File: config.mk
export PLATFORM = sky130hd
export DESIGN_NAME = store_trace_buffer
export DESIGN_NICKNAME = d
export VERILOG_FILES = /design/src/rtl/store_trace_buffer.sv
export SDC_FILE = /design/constraint.sdc
export NUM_CORES = 1
export LEC_CHECK = 0
export CAP_MARGIN = 10
export CORE_MARGIN = 8
export CORE_UTILIZATION = 50
export CTS_CLUSTER_DIAMETER = 30
export DETAILED_ROUTE_END_ITERATION = 8
export PLACE_DENSITY_LB_ADDON = 0.08
export SYNTH_ARGS = -nofsm -noshare
export SYNTH_HDL_FRONTEND = slang
export SYNTH_SLANG_ARGS = --single-unit
File: constraint.sdc
create_clock -name CLOCK_50 -period 14.45 [get_ports CLOCK_50]
set_input_delay 1.445 -clock CLOCK_50 [delete_from_list [all_inputs] [get_ports CLOCK_50]]
set_output_delay 1.445 -clock CLOCK_50 [all_outputs]
set_load 0.05 [all_outputs]
File: src/rtl/store_trace_buffer.sv
// store_trace_buffer: captures processor stores into a small FIFO, then drains them on a dump request
module store_trace_buffer #(
    parameter int N     = 64,
    parameter int DEPTH = 8,
    parameter int SEQW  = 16
) (
    input  logic                     CLOCK_50,
    input  logic                     reset,
    input  logic                     DM_writeEnable,
    input  logic [N-1:0]             DM_addr,
    input  logic [N-1:0]             DM_writeData,
    input  logic                     dump,
    output logic                     out_valid,
    input  logic                     out_ready,
    output logic [N-1:0]             out_addr,
    output logic [N-1:0]             out_data,
    output logic [SEQW-1:0]          out_seq,
    output logic [$clog2(DEPTH):0]   count,
    output logic                     overflow,
    output logic                     done
);
    localparam int AW = $clog2(DEPTH);
    localparam int CW = AW + 1;

    typedef enum logic [1:0] {CAPTURE, DRAIN, DONE} state_t;

    state_t          state, state_next;
    logic [AW-1:0]   head, tail;
    logic [SEQW-1:0] seq;
    logic            dump_q;
    logic            store, push, pop, dump_edge;
    logic [CW-1:0]   count_post;
    logic [N-1:0]    addr_mem [DEPTH];
    logic [N-1:0]    data_mem [DEPTH];
    logic [SEQW-1:0] seq_mem  [DEPTH];

    assign out_valid = (state == DRAIN) && (count != '0);
    assign out_addr  = out_valid ? addr_mem[head] : '0;
    assign out_data  = out_valid ? data_mem[head] : '0;
    assign out_seq   = out_valid ? seq_mem[head]  : '0;
    assign done      = (state == DONE);

    // Store/pop qualification and next-state; a store in the dump-edge cycle counts toward the drain decision
    always_comb begin
        store      = (state == CAPTURE) && DM_writeEnable;
        push       = store && (count != CW'(DEPTH));
        pop        = out_valid && out_ready;
        dump_edge  = dump && !dump_q;
        count_post = count + CW'(push);
        state_next = state;
        if (state == CAPTURE && dump_edge)
            state_next = (count_post != '0) ? DRAIN : DONE;
        else if (state == DRAIN && pop && count == CW'(1))
            state_next = DONE;
    end

    // Control state: FSM, pointers, occupancy, sequence counter and sticky overflow
    always_ff @(posedge CLOCK_50 or posedge reset) begin
        if (reset) begin
            state    <= CAPTURE;
            dump_q   <= 1'b0;
            head     <= '0;
            tail     <= '0;
            count    <= '0;
            seq      <= '0;
            overflow <= 1'b0;
        end else begin
            state    <= state_next;
            dump_q   <= dump;
            head     <= head + AW'(pop);
            tail     <= tail + AW'(push);
            count    <= count + CW'(push) - CW'(pop);
            seq      <= seq + SEQW'(store);
            overflow <= overflow | (store && !push);
        end
    end

    // Entry storage is left uncleared; the output mask hides stale contents
    always_ff @(posedge CLOCK_50) begin
        if (push) begin
            addr_mem[tail] <= DM_addr;
            data_mem[tail] <= DM_writeData;
            seq_mem[tail]  <= seq;
        end
    end
endmodule
==> metrics, run 1 <==
worst setup margin=7.13 ns; fillers=6446; Mapped Area=0.0458 mm^2; Yosys reg bits=1182; critical path arrival=5.87 ns; Port-buffer cells=283; post-synthesis sequential area ratio=0.772; final setup fails=0; RSZ-0062 raised after global routing=no; most common flop cell mapped by yosys=edfxtp_1; Cells after Synth=2430; detailed placement HPWL=52.4 mm; Pwr Total=0.0118 W; Worst Path Max Fanout=132; post-route cell area=0.0575 mm^2; CP required=13.01 ns; setup bufs post-CTS=0; CTS Hold Bufs=0; Root Driver=clkbuf_16; clk buf depth=3; via count=23976; Post-synth ARST share=0.0254; CTS clock-pin slew for the worst setup and hold paths=0.05 ns; EDFF count, synth=1152; initial cell density of the core=0.502; Worst-Margin Slew=1.26 ns; crit-path cells=buf_4 -> buf_4 -> buf_12 -> mux2i_1 -> a22oi_1 -> and3_1 -> clkdlybuf4s50_1; status=completed; Clock Skew=0.0299 ns; CP startpoint kind=register; Synth Warn #=0; CP max stage cell=dfrtp_4; DIE HEIGHT=319 um; max incr delay on CP=1.11 ns; Placement Cell Area=0.0496 mm^2; worst min-delay path startpoint=overflow$_DFF_PP0_; Avg Cell Area, Syn=18.8 um^2; Post-CTS Resized=0; Rel. slew slack=0.158; Min-Delay Path Class=reg2reg; count of pins over their slew limit=0; H-tree lvl count=4; Die Footprint=0.101 mm^2; CP bufs+invs=4; fin crit share=0.506; I/O pin count=284; final hold viol count=0; critical path class=reg2out; Lkg Pwr=20.8 nW; maximum VDD drop=0.000269 V; share of post-route cells with drive strength above 1=0.139; area delta synth->final=25.6%; Routed Antenna Nets=0; Final min period=7.32 ns; first-pass GRT wire length=159 mm; Max Cap Violations=0; initial antenna violation count=20; total track usage=0.207; routability cong.=0.735; largest net degree at the start of global routing=147; Post-layout nets=2982; total gr overflow=0; vias in the first global route=25561; power per cell area=206 mW/mm^2; Worst-Skew Late Latency=0.79 ns; drt drc=0; router iterations before antenna repair=5; Clock Sink Count=1182; cts bufs inserted=228; syn_nets=2573; worst setup path startpoint=head[1]$_DFF_PP0_; Netlist cell types=35; Placeable Area=0.0912 mm^2; routed len/inst=25.2 um; Fin Setup TNS=0 ns; CP most frequent cell=buf_4; r2r startpoint=state[0]$_DFFE_PP0P_; DRT iter0 DRCs=1781; CP top delay family=buffers and inverters; Setup WS pre-CTS=7.92 ns; Peak Freq=0.137 GHz; Via density=5.66; routed wire length=107 mm; Worst Setup End Kind=output pin; DIE WIDTH=319 um; CTS tree=yes; row count=111
==> routing by layer <==
| layer | track usage | vias to the layer above | share of wire |
|---|---|---|---|
| met2 | 0.342 | 623 | 0.50 |
| met3 | 0.0530 | 154 | 0.056 |
| met4 | 0.0720 | 12 | 0.019 |
| li1 | - | 10780 | - |
| met1 | 0.266 | 12407 | 0.43 |
| met5 | 0 | - | 0.00073 |
==> power by group <==
group	internal [W]	total (W)	leakage (nW)	switching, W
sequential	0.00383	0.00392	10.8	0.0000910
combinational	0.00101	0.00267	6.23	0.00166
clock	0.00350	0.00523	3.80	0.00173
total	0.00834	0.0118	20.8	0.00349
==> cell families (layout without fill, tap and decap cells) <==
| group | Yosys count | in the layout | synth area share |
|---|---|---|---|
| compound gates | 294 | 294 | 0.0486 |
| xor+xnor | 20 | 20 | 0.00399 |
| fa+ha+maj | 10 | 10 | 0.00273 |
| buf+inv | 152 | 762 | 0.0211 |
| flops | 1182 | 1182 | 0.772 |
| mux | 576 | 576 | 0.126 |
| other cells | 0 | 13 | 0 |
| simple gates | 196 | 196 | 0.0256 |
==> flip-flops by register name (all words and copies together) (netlist names) <==
name and count:
addr_mem 512, dump_q 1, seq 16, count 4, head 3, overflow 1
state 2, seq_mem 128, tail 3, data_mem 512
==> synth_stat cells, types with 9 or more instances <==
master    instances  area [um^2]
edfxtp_1       1152        34600
mux2i_1         576         5770
a22oi_1         288         2160
and3_1          146          913
buf_2            46          230
buf_4            43          323
clkbuf_1         31          116
dfrtp_1          30          751
buf_6            22          248
nor2_1           14         52.6
xor2_1           11         96.3
ha_1             10          125
inv_1             9         33.8
==> path summary, 6_finish.rpt <==
| kind | endpoint | slack [ns] | cells past startpoint |
|---|---|---|---|
| setup / recovery | out_data[6] | 7.13 | 7 |
| hold / removal | overflow$_DFF_PP0_ | 0.50 | 1 |
| setup reg to reg | addr_mem[7][62]$_DFFE_PP_ | 10.15 | 6 |
| hold reg to reg | overflow$_DFF_PP0_ | 0.50 | 1 |
| max in group asynchronous | head[1]$_DFF_PP0_ | 13.06 | 3 |
| min in group asynchronous | overflow$_DFF_PP0_ | 1.06 | 3 |
==> layout make-up <==
type / instances / area (um^2) / area share
flip-flops and latches: 1182 / 35300 / 0.615
multi-input cells: 1096 / 9550 / 0.166
clock buffers: 270 / 6010 / 0.105
repair buffers: 322 / 3210 / 0.0559
clock inverters: 161 / 1830 / 0.0319
well taps: 1186 / 1480 / 0.0258
inverters: 9 / 33.8 / 0.000587
diodes: 13 / 32.5 / 0.000566
==> layout by cell type (no fill, tap or decap), types with 2 or more instances in the layout <==
cell type | netlist | routed
a22oi_1 | 288 | 288
and3_1 | 146 | 146
buf_12 | 0 | 7
buf_4 | 43 | 32
bufinv_16 | 0 | 30
clkbuf_1 | 31 | 33
clkbuf_16 | 0 | 233
clkbuf_8 | 0 | 4
clkdlybuf4s50_1 | 0 | 283
clkinv_1 | 0 | 33
clkinv_16 | 0 | 2
clkinv_2 | 0 | 40
clkinv_4 | 0 | 16
clkinv_8 | 0 | 4
clkinvlp_4 | 0 | 17
dfrtp_1 | 30 | 29
diode_2 | 0 | 13
edfxtp_1 | 1152 | 1152
ha_1 | 10 | 10
inv_1 | 9 | 9
inv_16 | 0 | 4
inv_6 | 0 | 12
inv_8 | 0 | 2
mux2i_1 | 576 | 576
nand2_1 | 7 | 7
nand2b_1 | 4 | 4
nand3_1 | 7 | 7
nand4_1 | 3 | 3
nor2_1 | 14 | 8
nor2_4 | 0 | 7
nor2b_4 | 0 | 2
nor3_1 | 5 | 3
nor3_2 | 1 | 3
xnor2_1 | 8 | 8
xor2_1 | 11 | 11
==> stage by stage <==
| step | instances | utilization | hold WS [ns] |
|---|---|---|---|
| after CTS | 4226 | 0.630 | 0.500 |
| after floorplan | 2430 | - | 0.480 |
| after global placement | 3795 | 0.544 | 0.486 |
| after global routing | 4234 | 0.630 | 0.508 |
| final | 4239 | 0.630 | 0.498 |
| after detailed placement | 3795 | 0.544 | 0.471 |
Power figures use the tool's default switching activity.
==> inputs of run 2 (changes only) <==
clock period = 7.5 ns   (was 14.45 ns; I/O delays follow)
==> run 2 against run 1 <==
Against the previous run:
- critical path depth is 2 lower
- non-clock buffer count is 2 higher
- utilization is 0.41 points lower
- worst setup slack worse by 4.6 ns
- clock power is 84% higher
- wire length is 0.80% lower
==> metrics, run 2 (same netlist as run 1, synthesis figures left out) <==
total track usage=0.205 (-0.00191); share of post-route cells with drive strength above 1=0.134 (-0.00568); Worst-Margin Slew=1.16 ns (-0.107 ns); power per cell area=391 mW/mm^2 (+90%); Clock Sink Count=1182 (unchanged); Max Cap Violations=0 (unchanged); critical path class=reg2out; setup bufs post-CTS=0 (unchanged); Post-CTS Resized=0 (unchanged); Final min period=4.96 ns; CP startpoint kind=register; final setup fails=0 (unchanged); r2r worst-path depth=5 (-1); DIE WIDTH=319 um (unchanged); Port-buffer cells=283 (unchanged); first-pass GRT wire length=158 mm (-0.79%); status=completed; via count=23944 (-0.13%); total gr overflow=0 (unchanged); worst reg2reg setup slack=4.16 ns (-5.99 ns); I/O pin count=284 (unchanged); area delta synth->final=24.8%; H-tree lvl count=4 (unchanged); CP required=6.75 ns (-6.26 ns); drt drc=0 (unchanged); Post-layout nets=2974 (-0.27%); Setup WS pre-CTS=3.31 ns (-4.61 ns); Worst Path Max Fanout=125 (-5.3%); Pwr Total=0.0224 W (+89%); cts bufs inserted=218 (-4.4%); Lkg Pwr=20.6 nW (-1.0%); Rel. slew slack=0.227 (+0.0694); Worst-Skew Late Latency=0.78 ns (about the same); routed len/inst=25.2 um (about the same); vias in the first global route=25358 (-0.79%); final hold viol count=0 (unchanged); router iterations before antenna repair=7 (+2); routed wire length=106 mm (-0.80%); routability cong.=0.738 (+0.35%); largest net degree at the start of global routing=127 (-14%); CTS Hold Bufs=0 (unchanged); Via density=5.69 (+0.58%); worst setup path startpoint=head[1]$_DFF_PP0_; count of pins over their slew limit=0 (unchanged); Fin Setup TNS=0 ns (unchanged); DRT iter0 DRCs=1789 (+0.45%); Routed Antenna Nets=0 (unchanged); DIE HEIGHT=319 um (unchanged); detailed placement HPWL=53.1 mm (+1.3%); most frequent cells in the layout=edfxtp_1 (1152), mux2i_1 (576), a22oi_1 (288); Root Driver=clkbuf_16; row count=111 (unchanged); maximum VDD drop=0.000350 V (+30%); initial cell density of the core=0.502 (unchanged); RSZ-0062 raised after global routing=no; critical path arrival=4.21 ns (-1.66 ns); Die Footprint=0.101 mm^2 (unchanged); r2r startpoint=state[1]$_DFFE_PP0P_; Placeable Area=0.0912 mm^2 (unchanged); worst setup margin=2.54 ns (-4.59 ns); initial antenna violation count=14 (-30%); Clock Skew=0.0199 ns (-0.00998 ns); Peak Freq=0.202 GHz; uppermost routed layer=met5; CTS tree=yes; Min-Delay Path Class=in2async; FF-to-FF End=data_mem[4][2]$_DFFE_PP_; largest registers=addr_mem: 512 flops, data_mem: 512 flops, seq_mem: 128 flops; Worst Setup End Kind=output pin; most common cell after layout, fill and taps aside=edfxtp_1; met2 wire length=52.0 mm (-2.1%); met3 wire length=5.92 mm (-2.1%); met1 wire length=46.1 mm (+0.96%); fin crit share=0.661; clk buf depth=3 (unchanged); CTS clock-pin slew for the worst setup and hold paths=0.05 ns (about the same)
run 2: how the worst max path moves through the flow:
stage               slack (ns)                        to
finish                    2.54               out_seq[14]
global route              2.32                out_seq[8]
CTS                       2.39               out_seq[14]
detailed placement        3.31               out_seq[14]
global placement          3.34               out_seq[14]
floorplan                -0.47  addr_mem[6][0]$_DFFE_PP_
run 2: area by class of cell:
type,count,area [um^2]
sequential,1182,35300
fill,6457,34100
multi-input combinational,1096,9570
clock buffer,250,5620
timing repair buffer,324,3290
clock inverter,151,1760
tap,1186,1480
inverter,9,33.8
antenna,11,27.5
run 2: worst max-delay path, stage by stage, from the launching register on:
cell,delay [ns]
dfrtp_4,0.98
buf_12,0.70
mux2i_1,0.21
a22oi_1,0.33
and3_1,0.28
clkdlybuf4s50_1,0.84
run 2: layer usage:
layer	up-vias	GRT usage
met5	-	0
met2	633	0.336
met1	12401	0.271
met3	155	0.0492
li1	10747	-
met4	8	0.0645
run 2: per-stage QoR:
step                       util  cells  instance area, um^2  hold slack [ns]
after floorplan               -   2430                45800            0.480
after global placement    0.545   3797                49700            0.468
after detailed placement  0.545   3797                49700            0.462
after CTS                 0.626   4198                57100            0.333
after global routing      0.626   4204                57100            0.405
final                     0.626   4209                57100            0.370
run 2: power breakdown:
part           switching (W)  internal, W  total, W
Sequential          0.000164      0.00738   0.00755
Combinational        0.00326      0.00194   0.00520
Clock                0.00318      0.00643   0.00961
Total                0.00660       0.0158    0.0224
